**config.mk**
```make
export PLATFORM = sky130hd
export DESIGN_NAME = lock_ctrl_gen_flat
export DESIGN_NICKNAME = d
export VERILOG_FILES = /design/src/rtl/lock_ctrl_gen_if.sv /design/src/rtl/lock_ctrl_gen.sv /design/src/flat_wrapper.sv
export SDC_FILE = /design/constraint.sdc
export NUM_CORES = 1
export LEC_CHECK = 0
export ABC_CLOCK_PERIOD_IN_PS = 2100
export CAP_MARGIN = 30
export CORE_MARGIN = 1
export CORE_UTILIZATION = 54
export DETAILED_ROUTE_END_ITERATION = 8
export GPL_TIMING_DRIVEN = 0
export MAX_ROUTING_LAYER = met4
export PLACE_DENSITY = 0.84
export REMOVE_ABC_BUFFERS = 1
export SYNTH_ARGS = -nofsm -noshare
export SYNTH_HDL_FRONTEND = slang
export SYNTH_SLANG_ARGS = --single-unit
```
**constraint.sdc**
```tcl
create_clock -name clk -period 2.1 [get_ports clk]
set_input_delay 0.42 -clock clk [delete_from_list [all_inputs] [get_ports clk]]
set_output_delay 0.42 -clock clk [all_outputs]
set_load 0.005 [all_outputs]
```
**src/rtl/lock_ctrl_gen_if.sv**
```systemverilog
// Keypad/switch inputs and display/LED outputs shared by the lock controller
// and whatever drives it; the controller takes the slave side.
interface lock_ctrl_gen_if #(
    parameter int DIGITS  = 6,
    parameter int SLOTS   = 4,
    parameter int MAX_ERR = 3
);
    localparam int SW = (SLOTS > 1) ? $clog2(SLOTS) : 1;
    localparam int EW = $clog2(MAX_ERR + 1);

    logic              mode;
    logic [SW-1:0]     slot;
    logic [3:0]        digit;
    logic              digit_vld;
    logic              clr;
    logic              enter;
    logic [4*DIGITS-1:0] disp;
    logic              unlock;
    logic              locked;
    logic              alarm;
    logic [EW-1:0]     err_cnt;
    logic              prog_ok;

    modport master (
        output mode, slot, digit, digit_vld, clr, enter,
        input  disp, unlock, locked, alarm, err_cnt, prog_ok
    );

    modport slave (
        input  mode, slot, digit, digit_vld, clr, enter,
        output disp, unlock, locked, alarm, err_cnt, prog_ok
    );
endinterface

```
**src/rtl/lock_ctrl_gen.sv**
```systemverilog
// Multi-slot electronic lock: BCD entry buffer, gated password programming,
// failure counting with a timed, flashing lockout.
module lock_ctrl_gen #(
    parameter int DIGITS      = 6,
    parameter int SLOTS       = 4,
    parameter int MAX_ERR     = 3,
    parameter int OPEN_CYCLES = 256,
    parameter int LOCK_CYCLES = 1024,
    parameter int FLASH_HALF  = 16
) (
    input logic            clk,
    input logic            clr_n,
    lock_ctrl_gen_if.slave bus
);
    localparam int BW   = 4 * DIGITS;
    localparam int EW   = $clog2(MAX_ERR + 1);
    localparam int CW   = $clog2(DIGITS + 1);
    localparam int TMAX = (OPEN_CYCLES > LOCK_CYCLES) ? OPEN_CYCLES : LOCK_CYCLES;
    localparam int TW   = $clog2(TMAX + 1);
    localparam int FW   = $clog2(FLASH_HALF + 1);

    typedef enum logic [1:0] {
        IDLE    = 2'd0,
        OPEN    = 2'd1,
        LOCKOUT = 2'd2
    } state_t;

    state_t          state_q, state_d;
    logic [BW-1:0]   entry_q, entry_d;
    logic [CW-1:0]   cnt_q, cnt_d;
    logic [TW-1:0]   timer_q, timer_d;
    logic [FW-1:0]   flash_q, flash_d;
    logic            alarm_q, alarm_d;
    logic [EW-1:0]   err_q, err_d;
    logic [BW-1:0]   word_q [SLOTS];
    logic [SLOTS-1:0] valid_q;
    logic [BW-1:0]   disp_q;
    logic            unlock_q, locked_q, prog_q;
    logic            wr_en, full, slot_ok, write_ok, match;
    logic [31:0]     slot_ext, err_inc;

    assign slot_ext = 32'(bus.slot);
    assign full     = (cnt_q == CW'(DIGITS));
    assign slot_ok  = (slot_ext < 32'(SLOTS));
    assign err_inc  = 32'(err_q) + 32'd1;
    // Programming is only trusted while open, or while the lock has no password at all.
    assign write_ok = full && slot_ok && ((state_q == OPEN) || (valid_q == '0));

    always_comb begin
        match = 1'b0;
        for (int i = 0; i < SLOTS; i++) begin
            if (full && valid_q[i] && (word_q[i] == entry_q)) begin
                match = 1'b1;
            end
        end
    end

    always_comb begin
        state_d = state_q;
        entry_d = entry_q;
        cnt_d   = cnt_q;
        timer_d = timer_q;
        flash_d = flash_q;
        alarm_d = alarm_q;
        err_d   = err_q;
        wr_en   = 1'b0;

        case (state_q)
            IDLE, OPEN: begin
                if (state_q == OPEN) begin
                    if (timer_q == '0) begin
                        state_d = IDLE;
                    end else begin
                        timer_d = timer_q - 1'b1;
                    end
                end

                // clr outranks enter, and enter swallows a same-cycle digit.
                if (bus.clr) begin
                    entry_d = '0;
                    cnt_d   = '0;
                end else if (bus.enter) begin
                    if (!bus.mode) begin
                        if (write_ok) begin
                            wr_en   = 1'b1;
                            entry_d = '0;
                            cnt_d   = '0;
                        end
                    end else if (state_q == IDLE) begin
                        entry_d = '0;
                        cnt_d   = '0;
                        if (match) begin
                            state_d = OPEN;
                            timer_d = TW'(OPEN_CYCLES - 1);
                            err_d   = '0;
                        end else if (err_inc >= 32'(MAX_ERR)) begin
                            err_d   = EW'(MAX_ERR);
                            state_d = LOCKOUT;
                            timer_d = TW'(LOCK_CYCLES - 1);
                            flash_d = FW'(FLASH_HALF - 1);
                            alarm_d = 1'b1;
                        end else begin
                            err_d = EW'(err_inc);
                        end
                    end else begin
                        state_d = IDLE;
                        entry_d = '0;
                        cnt_d   = '0;
                    end
                end else if (bus.digit_vld && (bus.digit <= 4'd9) && !full) begin
                    entry_d = {entry_q[BW-5:0], bus.digit};
                    cnt_d   = cnt_q + 1'b1;
                end
            end

            LOCKOUT: begin
                if (timer_q == '0) begin
                    state_d = IDLE;
                    err_d   = '0;
                    alarm_d = 1'b0;
                    entry_d = '0;
                    cnt_d   = '0;
                end else begin
                    timer_d = timer_q - 1'b1;
                    if (flash_q == '0) begin
                        alarm_d = ~alarm_q;
                        flash_d = FW'(FLASH_HALF - 1);
                    end else begin
                        flash_d = flash_q - 1'b1;
                    end
                end
            end

            default: begin
                state_d = IDLE;
            end
        endcase
    end

    // Outputs are registered from the next-state values so they land the cycle after the cause.
    always_ff @(posedge clk or negedge clr_n) begin
        if (!clr_n) begin
            state_q  <= IDLE;
            entry_q  <= '0;
            cnt_q    <= '0;
            timer_q  <= '0;
            flash_q  <= '0;
            alarm_q  <= 1'b0;
            err_q    <= '0;
            disp_q   <= '0;
            unlock_q <= 1'b0;
            locked_q <= 1'b0;
            prog_q   <= 1'b0;
        end else begin
            state_q  <= state_d;
            entry_q  <= entry_d;
            cnt_q    <= cnt_d;
            timer_q  <= timer_d;
            flash_q  <= flash_d;
            alarm_q  <= alarm_d;
            err_q    <= err_d;
            disp_q   <= (state_d == LOCKOUT) ? {DIGITS{4'hE}} : entry_d;
            unlock_q <= (state_d == OPEN);
            locked_q <= (state_d == LOCKOUT);
            prog_q   <= wr_en;
        end
    end

    always_ff @(posedge clk or negedge clr_n) begin
        if (!clr_n) begin
            for (int i = 0; i < SLOTS; i++) begin
                word_q[i] <= '0;
            end
            valid_q <= '0;
        end else begin
            for (int i = 0; i < SLOTS; i++) begin
                if (wr_en && (slot_ext == 32'(i))) begin
                    word_q[i]  <= entry_q;
                    valid_q[i] <= 1'b1;
                end
            end
        end
    end

    assign bus.disp    = disp_q;
    assign bus.unlock  = unlock_q;
    assign bus.locked  = locked_q;
    assign bus.alarm   = alarm_q;
    assign bus.err_cnt = err_q;
    assign bus.prog_ok = prog_q;
endmodule

```
**src/flat_wrapper.sv**
```systemverilog
// flat-port wrapper written by rule: the top's interface ports become plain ports
module lock_ctrl_gen_flat 
#(
    parameter int DIGITS      = 6,
    parameter int SLOTS       = 4,
    parameter int MAX_ERR     = 3,
    parameter int OPEN_CYCLES = 256,
    parameter int LOCK_CYCLES = 1024,
    parameter int FLASH_HALF  = 16
)
  (clk, clr_n, bus_mode, bus_slot, bus_digit, bus_digit_vld, bus_clr, bus_enter, bus_disp, bus_unlock, bus_locked, bus_alarm, bus_err_cnt, bus_prog_ok);
  lock_ctrl_gen_if #(.DIGITS(DIGITS), .SLOTS(SLOTS), .MAX_ERR(MAX_ERR)) bus_i ();
  input logic clk;
  input logic clr_n;
  input wire logic [$bits(bus_i.mode)-1:0] bus_mode;
  input wire logic [$bits(bus_i.slot)-1:0] bus_slot;
  input wire logic [$bits(bus_i.digit)-1:0] bus_digit;
  input wire logic [$bits(bus_i.digit_vld)-1:0] bus_digit_vld;
  input wire logic [$bits(bus_i.clr)-1:0] bus_clr;
  input wire logic [$bits(bus_i.enter)-1:0] bus_enter;
  output wire logic [$bits(bus_i.disp)-1:0] bus_disp;
  output wire logic [$bits(bus_i.unlock)-1:0] bus_unlock;
  output wire logic [$bits(bus_i.locked)-1:0] bus_locked;
  output wire logic [$bits(bus_i.alarm)-1:0] bus_alarm;
  output wire logic [$bits(bus_i.err_cnt)-1:0] bus_err_cnt;
  output wire logic [$bits(bus_i.prog_ok)-1:0] bus_prog_ok;
  assign bus_i.mode = bus_mode;
  assign bus_i.slot = bus_slot;
  assign bus_i.digit = bus_digit;
  assign bus_i.digit_vld = bus_digit_vld;
  assign bus_i.clr = bus_clr;
  assign bus_i.enter = bus_enter;
  assign bus_disp = bus_i.disp;
  assign bus_unlock = bus_i.unlock;
  assign bus_locked = bus_i.locked;
  assign bus_alarm = bus_i.alarm;
  assign bus_err_cnt = bus_i.err_cnt;
  assign bus_prog_ok = bus_i.prog_ok;
  lock_ctrl_gen #(.DIGITS(DIGITS), .SLOTS(SLOTS), .MAX_ERR(MAX_ERR), .OPEN_CYCLES(OPEN_CYCLES), .LOCK_CYCLES(LOCK_CYCLES), .FLASH_HALF(FLASH_HALF)) u_core (.clk(clk), .clr_n(clr_n), .bus(bus_i));
endmodule
```
=== Word level (Yosys, flattened, before mapping) ===
Index checks and enable logic that the tools add are counted.

* Bitwise logic cells: 1
* Mux-type cells: 68
* Equality and inequality tests: 23
* Add/subtract/negate cells: 4
* Reductions and logical operators: 29
* Magnitude comparators: 3

{| class="wikitable"
|+ Operators with widths
! operator !! count
|-
| $mux 24 || 7
|-
| $eq 24x24->1 || 4
|-
| $mux 11 || 8
|-
| $pmux 24 s2 || 1
|-
| $mux 5 || 8
|-
| $ge 32x2->1 const B || 1
|-
| $logic_not 32->1 || 1
|-
| $mux 2 || 15
|-
| $pmux 11 s2 || 1
|-
| $mux 3 || 6
|-
| $mux 1 || 17
|-
| $logic_and 1x1->1 || 16
|-
| $reduce_and 8->1 || 2
|-
| $logic_not 11->1 || 1
|-
| $sub 11x1->11 const B || 1
|-
| $ne 2x2->1 const B || 5
|-
| $pmux 5 s2 || 1
|-
| $eq 2x2->1 const B || 4
|-
| $pmux 2 s2 || 2
|-
| $eq 2x1->1 const B || 3
|-
| $ne 2x1->1 const B || 3
|-
| $pmux 3 s2 || 1
|-
| $reduce_and 6->1 || 1
|-
| $logic_not 5->1 || 1
|-
| 18 further kinds || 18
|}

* Output and inout port bits: 30
* Word-level logic and storage cells: 147
* Register bits: 175
* Input port bits: 12

=== Longest topological paths before layout ===
Gate-level depths: netlist (run 1).

* Depth in word-level cells: 15
* Gate-level depth with buffers: 9
* Gate-level depth less buffers: 8

=== Worst setup path after synthesis (run 1) ===
Ideal clock, no wire load.

* Path type: register to register
* Start: reg u_core.cnt_q[0]
* End: reg u_core.word_q[77] (netlist bit)
* Data arrival time: 2.170 ns
* Path slack: -0.195 ns
* Period minus slack after synthesis: 2.295 ns
* Stages on the path, launching flop included: 9
* Required time: 1.975 ns
* Library setup time: 0.125 ns
* Buffers on the path: 1
* Path through: dfrtp_1 inv_1 ha_1 nand2_1 o21bai_1 nor4b_4 nor3b_4 buf_6 mux2_2

* Word-level cells in the longest chain between the ends: 9

{| class="wikitable"
|+ RTL lines
! element !! RTL line !! RTL
|-
| from (decl) || lock_ctrl_gen.sv:30 || <nowiki>logic [CW-1:0] cnt_q, cnt_d;</nowiki>
|-
| from (signal assigned) || lock_ctrl_gen.sv:157 || <nowiki>cnt_q <= cnt_d;</nowiki>
|-
| $eq 3x3->1 || lock_ctrl_gen.sv:43 || <nowiki>assign full = (cnt_q == CW'(DIGITS));</nowiki>
|-
| $logic_and 1x1->1 (2 in series) || lock_ctrl_gen.sv:47 || <nowiki>assign write_ok = full && slot_ok && ((state_q == OPEN) || (valid_q == '0));</nowiki>
|-
| $mux 1 || lock_ctrl_gen.sv:84 || <nowiki>if (write_ok) begin</nowiki>
|-
| $mux 1 || lock_ctrl_gen.sv:83 || <nowiki>if (!bus.mode) begin</nowiki>
|-
| $mux 1 || lock_ctrl_gen.sv:82 || <nowiki>end else if (bus.enter) begin</nowiki>
|-
| $mux 1 || lock_ctrl_gen.sv:79 || <nowiki>if (bus.clr) begin</nowiki>
|-
| $mux 1 || lock_ctrl_gen.sv:68 || <nowiki>case (state_q)</nowiki>
|-
| named net u_core.wr_en || lock_ctrl_gen.sv:39 || <nowiki>logic wr_en, full, slot_ok, write_ok, match;</nowiki>
|-
| $logic_and 1x1->1 || lock_ctrl_gen.sv:177 || <nowiki>if (wr_en && (slot_ext == 32'(i))) begin</nowiki>
|-
| to (signal, indexed assignment) || lock_ctrl_gen.sv:178 || <nowiki>word_q[i] <= entry_q;</nowiki>
|-
| to (decl) || lock_ctrl_gen.sv:35 || <nowiki>logic [BW-1:0] word_q [SLOTS];</nowiki>
|}

The timed path passes the listed nets, and every way through them passes these cells.
A chain may end at the register's enable or synchronous reset.

=== Final worst setup path (run 1) ===
* Start: reg u_core.entry_q[11]
* End: reg u_core.disp_q[21] (netlist: u_core.bus.disp[21])

* Word-level cells in the longest chain between the ends: 14
* Elaborated cells on any way between the ends: 20
* Those cells by class: eq/ne (5); mux (11); reduce/logical (4)

{| class="wikitable"
|+ RTL lines
! element !! RTL line !! RTL
|-
| from (decl) || lock_ctrl_gen.sv:29 || <nowiki>logic [BW-1:0] entry_q, entry_d;</nowiki>
|-
| from (signal assigned) || lock_ctrl_gen.sv:156 || <nowiki>entry_q <= entry_d;</nowiki>
|-
| $eq 24x24->1 || lock_ctrl_gen.sv:52 || <nowiki>if (full && valid_q[i] && (word_q[i] == entry_q)) begin</nowiki>
|-
| $logic_and 1x1->1 || lock_ctrl_gen.sv:52 ||
|-
| $mux 1 (3 in series) || lock_ctrl_gen.sv:52 ||
|-
| $mux 1 * || lock_ctrl_gen.sv:52 ||
|-
| $mux 2 * || lock_ctrl_gen.sv:92 || <nowiki>if (match) begin</nowiki>
|-
| $mux 2 * || lock_ctrl_gen.sv:89 || <nowiki>end else if (state_q == IDLE) begin</nowiki>
|-
| $mux 2 * || lock_ctrl_gen.sv:83 ||
|-
| $mux 2 * || lock_ctrl_gen.sv:82 ||
|-
| $mux 2 * || lock_ctrl_gen.sv:79 ||
|-
| $pmux 2 s2 * || lock_ctrl_gen.sv:68 ||
|-
| $eq 2x2->1 * || lock_ctrl_gen.sv:162 || <nowiki>disp_q <= (state_d == LOCKOUT) ? {DIGITS{4'hE}} : entry_d;</nowiki>
|-
| $mux 24 * || lock_ctrl_gen.sv:162 ||
|-
| to (signal assigned) || lock_ctrl_gen.sv:162 ||
|-
| to (decl) || lock_ctrl_gen.sv:37 || <nowiki>logic [BW-1:0] disp_q;</nowiki>
|}

Every way passes the cells marked *; elsewhere a longest branch is shown, timed or not.

==> results of run 1 <==
==> path summary, 6_finish.rpt <==
kind / startpoint / end / slack, ns
min in group clk: u_core.word_q[32]$_DFFE_PN0P_ / u_core.word_q[32]$_DFFE_PN0P_ / 0.53
min reg2reg: u_core.word_q[32]$_DFFE_PN0P_ / u_core.word_q[32]$_DFFE_PN0P_ / 0.53
max: u_core.entry_q[11]$_DFF_PN0_ / u_core.bus.disp[21]$_DFF_PN0_ / -0.37
max in group asynchronous: clr_n / u_core.entry_q[7]$_DFF_PN0_ / 1.23
min: clr_n / u_core.word_q[36]$_DFFE_PN0P_ / -0.04
max reg2reg: u_core.entry_q[11]$_DFF_PN0_ / u_core.bus.disp[21]$_DFF_PN0_ / -0.37
==> cells in the final DEF, fill, tap and decap left out, types with 9 or more instances in the layout <==
cell type        instances
clkdlybuf4s50_1         39
nand2_1                 14
mux2_4                  27
or3b_1                  13
clkbuf_16               18
buf_4                   60
buf_6                   13
a22o_1                  24
nor4_2                  13
dfrtp_2                 30
nor2_1                  11
mux2_2                  69
dfrtp_1                145
buf_12                  11
nor3_1                   9
xor2_1                  99
==> cell type report <==
cell class	count	area (µm²)	area share
flip-flops and latches	175	4420	0.406
multi-input cells	430	4300	0.396
repair buffers	131	1320	0.121
clock buffers	24	492	0.0452
well taps	184	230	0.0212
clock inverters	8	81.3	0.00748
inverters	8	30.0	0.00276
==> kinds of logic (layout without fill, tap and decap cells) <==
logic type                 after synthesis  in the layout  synth area share
and+or+nand+nor                        136            148             0.110
adders and majority gates                4              4           0.00612
DFF                                    175            175             0.536
xor gates and xnor gates               103            103             0.110
muxes                                   96             96             0.132
buffers and inverters                   54            171            0.0363
AOI/OAI and AO/OA                       79             79            0.0696
==> flip-flops by register name, summed over array words and instances (netlist names) <==
signal,flops
u_core.entry_q,24
u_core.bus.err_cnt,2
u_core.word_q,96
u_core.bus.alarm,1
u_core.timer_q,11
u_core.flash_q,5
u_core.bus.locked,1
u_core.bus.unlock,1
u_core.bus.disp,24
u_core.state_q,2
u_core.cnt_q,3
u_core.valid_q,4
u_core.bus.prog_ok,1
==> stage by stage <==
stage	setup WS (ns)	area [µm²]	utilization	hold WS [ns]	power [mW]
after floorplan	-0.651	7910	-	0.124	4.82
after global placement	-6.18	8550	0.584	0.469	5.54
after detailed placement	-1.18	8640	0.590	0.458	5.69
after CTS	-0.226	10400	0.710	0.00498	9.17
after global routing	-0.435	10900	0.742	0.0215	9.94
final	-0.370	10900	0.742	-0.0383	9.68
==> metal layers <==
layer,vias up,part of all wire
met3,176,0.084
met4,0,0.062
met1,3277,0.37
li1,2554,-
met2,518,0.49
met5,-,0
==> worst max-delay path, delay by kind of cell, from the launching register on <==
family	cells	cell delay, ns
DFF	1	0.52
AOI/OAI and AO/OA	1	0.30
xor gates and xnor gates	1	0.23
buffers and inverters	1	0.14
and+or+nand+nor	4	1.15
==> report_power, final <==
| part | internal, mW | switching [mW] | total [mW] | leakage (nW) |
|---|---|---|---|---|
| sequential | 3.72 | 0.418 | 4.14 | 2.28 |
| clock | 1.76 | 1.37 | 3.13 | 0.276 |
| combinational | 1.20 | 1.21 | 2.40 | 3.03 |
==> what timing repair did <==
action / CTS / global route
cloned: 8 / 7
pin swaps: 42 / 18
resized for setup: 130 / 72
endpoints found under the setup margin: 174 / 172
buffers inserted: 66 / 19
==> impl_metrics.sql, run 1 <==
INSERT INTO impl_metrics (metric_group, metric, value, unit) VALUES
('drt', 'post_drt_wl_per_cell', '27.9', 'µm'),
('cells_and_area', 'diodes', '0', ''),
('clock_network', 'ctsRootBufferMaster', 'clkbuf_16', ''),
('logic_synthesis', 'netlist-cell-type-count', '56', ''),
('sta', 'worst_hold_slack', '-0.0383', 'ns'),
('clock_network', 'cts_inserted_buffers', '17', ''),
('placed_design', 'globalplace.congestion', '0.824', ''),
('sta', 'post-route-min-period', '2.47', 'ns'),
('logic_synthesis', 'number_of_enable_type_register_cells_in_the_synthesized_netlist', '0', ''),
('drt', 'vias', '6525', ''),
('run', 'cap_viol_max_count', '0', ''),
('setup_path', 'critical_path_top_delay_cell', 'dfrtp_2', ''),
('die', 'floorplan.initialDensity', '0.558', ''),
('setup_path', 'crit_fanout', '10', ''),
('cells_and_area', 'fillCellCount', '794', ''),
('worst_hold_path', 'hold_path.class', 'in -> async', ''),
('global_route', 'number_of_global_route_vias_before_repair', '6465', ''),
('power', 'leakagePower', '5.58', 'nW'),
('placed_design', 'io_buffers', '41', ''),
('drt', 'drtIter0Drc', '863', ''),
('setup_path', 'timing.critical_path.cells', 'xor2_1 -> nor4_1 -> nand3_1 -> o22a_4 -> nand4_4 -> buf_12 -> or3b_1', ''),
('clock_network', 'clk_pin_slew_worst_paths', '0.07', 'ns'),
('global_route', 'gr-usage-all-layers', '0.317', ''),
('sta', 'timing_worst_slew_pin_value', '1.20', 'ns'),
('die', 'die_w', '125', 'µm'),
('sta', 'report.final.setup_viol', '139', ''),
('logic_synthesis', 'synthTopCellsByArea', 'dfrtp_1 (54%), mux2_2 (13%), xor2_1 (11%)', ''),
('logic_synthesis', 'synth_seq_cells', '175', ''),
('run_status', 'status', 'finished with violations', ''),
('clock_network', 'clk_path_buf_depth', '2', ''),
('logic_synthesis', 'ys_dominant_reg_cell', 'dfrtp_1', ''),
('cells_and_area', 'layout.nets', '779', ''),
('sta', 'worst_slack', '-0.370', 'ns'),
('global_route', 'met1_usage', '0.378', ''),
('setup_path', 'reg2reg_depth', '7', ''),
('power', 'pd_cells', '890', 'nW/µm²'),
('drt', 'postRouteAntennaNets', '0', ''),
('setup_path', 'timing.critical_path.slowest_cell_delay', '0.52', 'ns'),
('cells_and_area', 'final_layout_size_suffix_gt1_frac', '0.443', ''),
('cells_and_area', 'stdcell_count', '960', ''),
('sta', 'fmaxAchievable', '0.405', 'GHz'),
('sta', 'setup_total_negative_slack', '-29.30', 'ns'),
('logic_synthesis', 'ys_warn_count', '0', ''),
('placed_design', 'detailed_placement_hpwl', '11300', 'µm'),
('logic_synthesis', 'combined_area_of_all_synthesized_cells', '8170', 'µm²'),
('logic_synthesis', 'synth.avg_cell_area', '12.6', 'µm²'),
('sta', 'drv_slew', '0', ''),
('logic_synthesis', 'yosysTopAreaCellShare', '0.536', ''),
('global_route', 'globalRouteOverflowTotal', '0', ''),
('clock_network', 'cts.sinks', '175', ''),
('die', 'die-area', '15600', 'µm²'),
('setup_path', 'ws_path_type', 'reg -> reg', ''),
('sta', 'skew', '0.0118', 'ns'),
('global_route', 'antenna_violations_before_repair', '0', ''),
('die', 'num_rows', '44', ''),
('sta', 'layout_worst_path_cycle_share', '1.18', ''),
('die', 'dieHeight', '125', 'µm'),
('cells_and_area', 'area_growth', '33.0', '%'),
('die', 'core-area', '14600', 'µm²'),
('run_status', 'failing_checks', 'design-rule violations, negative hold slack, negative setup slack', ''),
('logic_synthesis', 'post-synth-top-count-cell', 'dfrtp_1', ''),
('setup_path', 'timing.critical_path.to_type', 'flop', ''),
('logic_synthesis', 'synth_cells', '647', ''),
('clock_network', 'htreeDepth', '4', ''),
('sta', 'final_hold_viol_count', '42', ''),
('drt', 'vias_per_cell', '6.80', ''),
('die', 'io_pins', '42', ''),
('logic_synthesis', 'ys_seq_area_frac', '0.536', ''),
('drt', 'route.detailed.drc', '5', ''),
('clock_network', 'clkLatencyLatePin', '0.44', 'ns'),
('global_route', 'met2_usage', '0.521', '');
(Power assumes the default switching activity.)
==> run 2: changes to the inputs <==
--- a/config.mk
+++ b/config.mk
@@ -5,10 +5,12 @@
 export SDC_FILE = /design/constraint.sdc
 export NUM_CORES = 1
 export LEC_CHECK = 0
+export ABC_AREA = 1
 export ABC_CLOCK_PERIOD_IN_PS = 2100
 export CAP_MARGIN = 30
 export CORE_MARGIN = 1
-export CORE_UTILIZATION = 54
+export CORE_UTILIZATION = 55
+export CTS_CLUSTER_DIAMETER = 60
 export DETAILED_ROUTE_END_ITERATION = 8
 export GPL_TIMING_DRIVEN = 0
 export MAX_ROUTING_LAYER = met4
==> run 2 against run 1 <==
Effect of this change:
- the run ends with negative setup slack left
- critical path type is now in -> reg
- largest power group is now the clock network
- sequential cell count is the same
- worst setup slack gained 0.34 ns
- largest cell class is now multi-input combinational cells
- highest routed layer unchanged
- clock power grew 9.9%
- wire length grew 15%
- combinational power shrank 86%
- first-iteration DRC count grew 59%
- via count grew 47%
==> impl_metrics.sql, run 2 <==
INSERT INTO impl_metrics (metric_group, metric, value, unit) VALUES
('run', 'cap_viol_max_count', '0', ''),
('run_status', 'status', 'finished with violations', ''),
('cells_and_area', 'largest_register', 'u_core.word_q', ''),
('clock_network', 'htreeDepth', '4', ''),
('setup_path', 'reg2reg_depth', '12', ''),
('logic_synthesis', 'combined_area_of_all_synthesized_cells', '9700', 'µm²'),
('setup_path', 'critical_path_depth', '8', ''),
('sta', 'relSlewSlack', '0.601', ''),
('die', 'die-area', '18200', 'µm²'),
('drt', 'detail_route.first_pass.iterations', '6', ''),
('cells_and_area', 'area_growth', '20.4', '%'),
('drt', 'vias', '9617', ''),
('logic_synthesis', 'post-synth-top-count-cell', 'nand2_1', ''),
('setup_path', 'worstSetupStartpointType', 'primary input', ''),
('setup_path', 'worst-path-buf-inv', '2', ''),
('sta', 'skew', '0.0121', 'ns'),
('setup_path', 'timing.critical_path.to_type', 'flop', ''),
('logic_synthesis', 'ys_dominant_reg_cell', 'dfrtp_1', ''),
('cells_and_area', 'final_design_area_no_fill', '11700', 'µm²'),
('worst_hold_path', 'hold_path.class', 'reg -> reg', ''),
('logic_synthesis', 'synth_common_cells', 'nand2_1 (527), dfrtp_1 (175), nor2_1 (126)', ''),
('logic_synthesis', 'netlist-cell-type-count', '38', ''),
('die', 'die_w', '135', 'µm'),
('logic_synthesis', 'synth_simple_gate_area_share', '0.322', ''),
('logic_synthesis', 'post_synth_fa_ha_maj_area_fraction', '0.00516', ''),
('sta', 'report.final.setup_viol', '5', ''),
('worst_hold_path', 'hold_depth', '2', ''),
('global_route', 'number_of_global_route_vias_before_repair', '8482', ''),
('drt', 'post_drt_wl_per_cell', '18.4', 'µm'),
('clock_network', 'ctsRootBufferMaster', 'clkbuf_16', ''),
('placed_design', 'detailed_placement_hpwl', '17900', 'µm'),
('logic_synthesis', 'synth_cells', '1376', ''),
('cells_and_area', 'layout.nets', '1445', ''),
('logic_synthesis', 'synthMuxAreaShare', '0', ''),
('cells_and_area', 'largest_register_ff_count', '96', ''),
('sta', 'drv_slew', '0', ''),
('placed_design', 'placedCellCount', '1595', ''),
('sta', 'layout_worst_path_cycle_share', '1.01', ''),
('die', 'io_pins', '42', ''),
('clock_network', 'tritoncts_clock_tree', 'built', ''),
('drt', 'routed_wirelength', '30700', 'µm'),
('logic_synthesis', 'asyncSetResetFlopFracSynth', '1.00', ''),
('logic_synthesis', 'synthTopCellsByArea', 'dfrtp_1 (45%), nand2_1 (20%), o21ai_0 (6.0%)', ''),
('clock_network', 'clk_pin_slew_worst_paths', '0.07', 'ns'),
('die', 'floorplan.initialDensity', '0.563', ''),
('sta', 'grt_setup_unrepaired', 'yes', ''),
('logic_synthesis', 'number_of_enable_type_register_cells_in_the_synthesized_netlist', '0', ''),
('global_route', 'antenna_violations_before_repair', '0', ''),
('setup_path', 'timing.critical_path.slowest_cell_delay', '0.51', 'ns'),
('sta', 'final_hold_viol_count', '0', ''),
('drt', 'postRouteAntennaNets', '0', ''),
('global_route', 'gr-usage-all-layers', '0.344', ''),
('cells_and_area', 'diodes', '0', ''),
('sta', 'timing_worst_slew_pin_value', '0.599', 'ns'),
('logic_synthesis', 'synth.avg_cell_area', '7.05', 'µm²'),
('setup_path', 'critPathRequiredTime', '2.41', 'ns'),
('die', 'num_rows', '48', ''),
('clock_network', 'cts_inserted_buffers', '17', ''),
('cells_and_area', 'stdcell_count', '1666', ''),
('drt', 'drtIter0Drc', '1368', ''),
('setup_path', 'crit_top_cell', 'o21ai_0', ''),
('logic_synthesis', 'synth_seq_cells', '175', ''),
('cells_and_area', 'fillCellCount', '1344', ''),
('logic_synthesis', 'ys_seq_area_frac', '0.451', ''),
('placed_design', 'io_buffers', '41', ''),
('logic_synthesis', 'post_synth_top_area_cell', 'dfrtp_1', ''),
('global_route', 'grt_pass1_wl', '45600', 'µm'),
('logic_synthesis', 'ys_warn_count', '0', ''),
('run_status', 'failing_checks', 'negative setup slack', ''),
('sta', 'setup_total_negative_slack', '-0.0522', 'ns'),
('power', 'pd_cells', '618', 'nW/µm²'),
('setup_path', 'timing.critical_path.cells', 'clkdlybuf4s50_1 -> o21ai_4 -> nand3_4 -> buf_12 -> o21ai_0 -> a21oi_1 -> o21ai_0 -> nand3_2', ''),
('sta', 'worst_slack', '-0.0274', 'ns'),
('setup_path', 'path_delay_family', 'compound AO/OA/AOI/OAI gates', ''),
('cells_and_area', 'layout.cells.most_common_list', 'nand2_1 (516), dfrtp_1 (157), inv_1 (115)', ''),
('sta', 'worst_hold_slack', '0.507', 'ns'),
('global_route', 'globalRouteOverflowTotal', '0', ''),
('setup_path', 'crit_fanout', '9', ''),
('cells_and_area', 'mostFrequentLayoutCell', 'nand2_1', ''),
('power', 'leakagePower', '5.32', 'nW'),
('power', 'power.ir.vdd_worst', '584', 'µV'),
('logic_synthesis', 'yosysTopAreaCellShare', '0.451', ''),
('setup_path', 'critical_path_top_delay_cell', 'clkdlybuf4s50_1', ''),
('clock_network', 'cts.sinks', '175', ''),
('drt', 'route.detailed.drc', '0', ''),
('setup_path', 'ws_path_type', 'in -> reg', ''),
('placed_design', 'globalplace.congestion', '0.967', ''),
('die', 'core-area', '17200', 'µm²'),
('logic_synthesis', 'largest_family_of_logic_cells_by_synthesized_area', 'simple AND/OR/NAND/NOR gates', ''),
('cells_and_area', 'final_layout_size_suffix_gt1_frac', '0.133', ''),
('sta', 'fmaxAchievable', '0.470', 'GHz'),
('global_route', 'grt_start_max_net_pins', '100', ''),
('die', 'dieHeight', '135', 'µm'),
('logic_synthesis', 'xor_xnor_share_of_the_synthesized_area', '0.0253', ''),
('logic_synthesis', 'synth_compound_area_frac', '0.110', ''),
('clock_network', 'clkLatencyLatePin', '0.45', 'ns'),
('sta', 'post-route-min-period', '2.13', 'ns'),
('clock_network', 'clk_path_buf_depth', '2', ''),
('placed_design', 'dpl_cell_area', '10300', 'µm²'),
('setup_path', 'crit_arrival', '2.44', 'ns'),
('drt', 'vias_per_cell', '5.77', '');
run 2: cell count changes after synthesis, sizes merged, moves of 11 or more:
cell / change
mux2: -96
nor4: -25
xnor2: +16
or3b: -19
xor2: -91
clkbuf: +11
inv: +137
nor2: +119
o21ai: +141
nand2: +513
a22o: -24
nand3: +54
a21oi: +26
run 2: worst reg2reg max path, delay by kind of cell, from the launching register on:
kind / cells / cell delay (ns)
fa+ha+maj: 1 / 0.16
flops: 1 / 0.42
buf+inv: 3 / 0.41
simple gates: 8 / 1.01
run 2: cell families (layout without fill, tap and decap cells):
kind of cell / Yosys count / after routing
AOI/OAI and AO/OA: 205 / 205
xor gates and xnor gates: 28 / 28
adders and majority gates: 4 / 4
buffers and inverters: 201 / 261
DFF: 175 / 175
and+or+nand+nor: 763 / 768
run 2: repair_timing:
action,4_1_cts,5_1_grt
pin swaps,4,9
gates resized for setup,42,73
buffers inserted,11,18
endpoints found under the setup margin,170,145
gates cloned,8,2
endpoints found under the hold margin,72,0
hold buffers,1,0
run 2: stage by stage:
stage,util,total power [mW],worst slack [ns]
6_report,0.678,7.21,-0.0274
5_1_grt,0.678,7.40,-0.115
4_1_cts,0.653,7.18,-0.0524
3_5_place_dp,0.597,3.79,-1.01
3_3_place_gp,0.587,3.76,-6.64
2_1_floorplan,-,3.60,-0.298
run 2: final timing paths:
path | start | endpoint | slack [ns]
max | bus_digit[1] | u_core.bus.disp[17]$_DFF_PN0_ | -0.03
min | u_core.flash_q[0]$_DFFE_PN0P_ | u_core.flash_q[0]$_DFFE_PN0P_ | 0.51
max reg2reg | u_core.timer_q[0]$_DFFE_PN0N_ | u_core.bus.disp[22]$_DFF_PN0_ | -0.01
min reg2reg | u_core.flash_q[0]$_DFFE_PN0P_ | u_core.flash_q[0]$_DFFE_PN0P_ | 0.51
max in group asynchronous | clr_n | u_core.entry_q[2]$_DFF_PN0_ | 0.62
min in group asynchronous | clr_n | u_core.timer_q[6]$_DFFE_PN0N_ | 0.54
run 2: report_power, final:
| part | switching, mW | internal (mW) | leakage (nW) |
|---|---|---|---|
| Sequential | 0.0269 | 3.40 | 2.13 |
| Combinational | 0.240 | 0.108 | 2.89 |
| Clock | 1.43 | 2.01 | 0.294 |
| Total | 1.70 | 5.51 | 5.32 |
run 2: metal layers:
layer  global-route usage  vias to the layer above  part of all wire
met2                0.511                      550              0.45
met4                0.158                        0             0.044
li1                     -                     4438                 -
met5                    -                        -                 0
met1                0.454                     4490              0.41
met3               0.0702                      139             0.096
run 2: final cells by class:
cell class / count / area [µm²] / area share
Multi-Input combinational cell: 1005 / 4820 / 0.413
Sequential cell: 175 / 4400 / 0.377
Timing Repair Buffer: 79 / 900 / 0.0770
Inverter: 147 / 596 / 0.0510
Clock buffer: 17 / 425 / 0.0364
Tap cell: 225 / 282 / 0.0241
Clock inverter: 14 / 203 / 0.0174
Timing Repair inverter: 4 / 55.1 / 0.00471
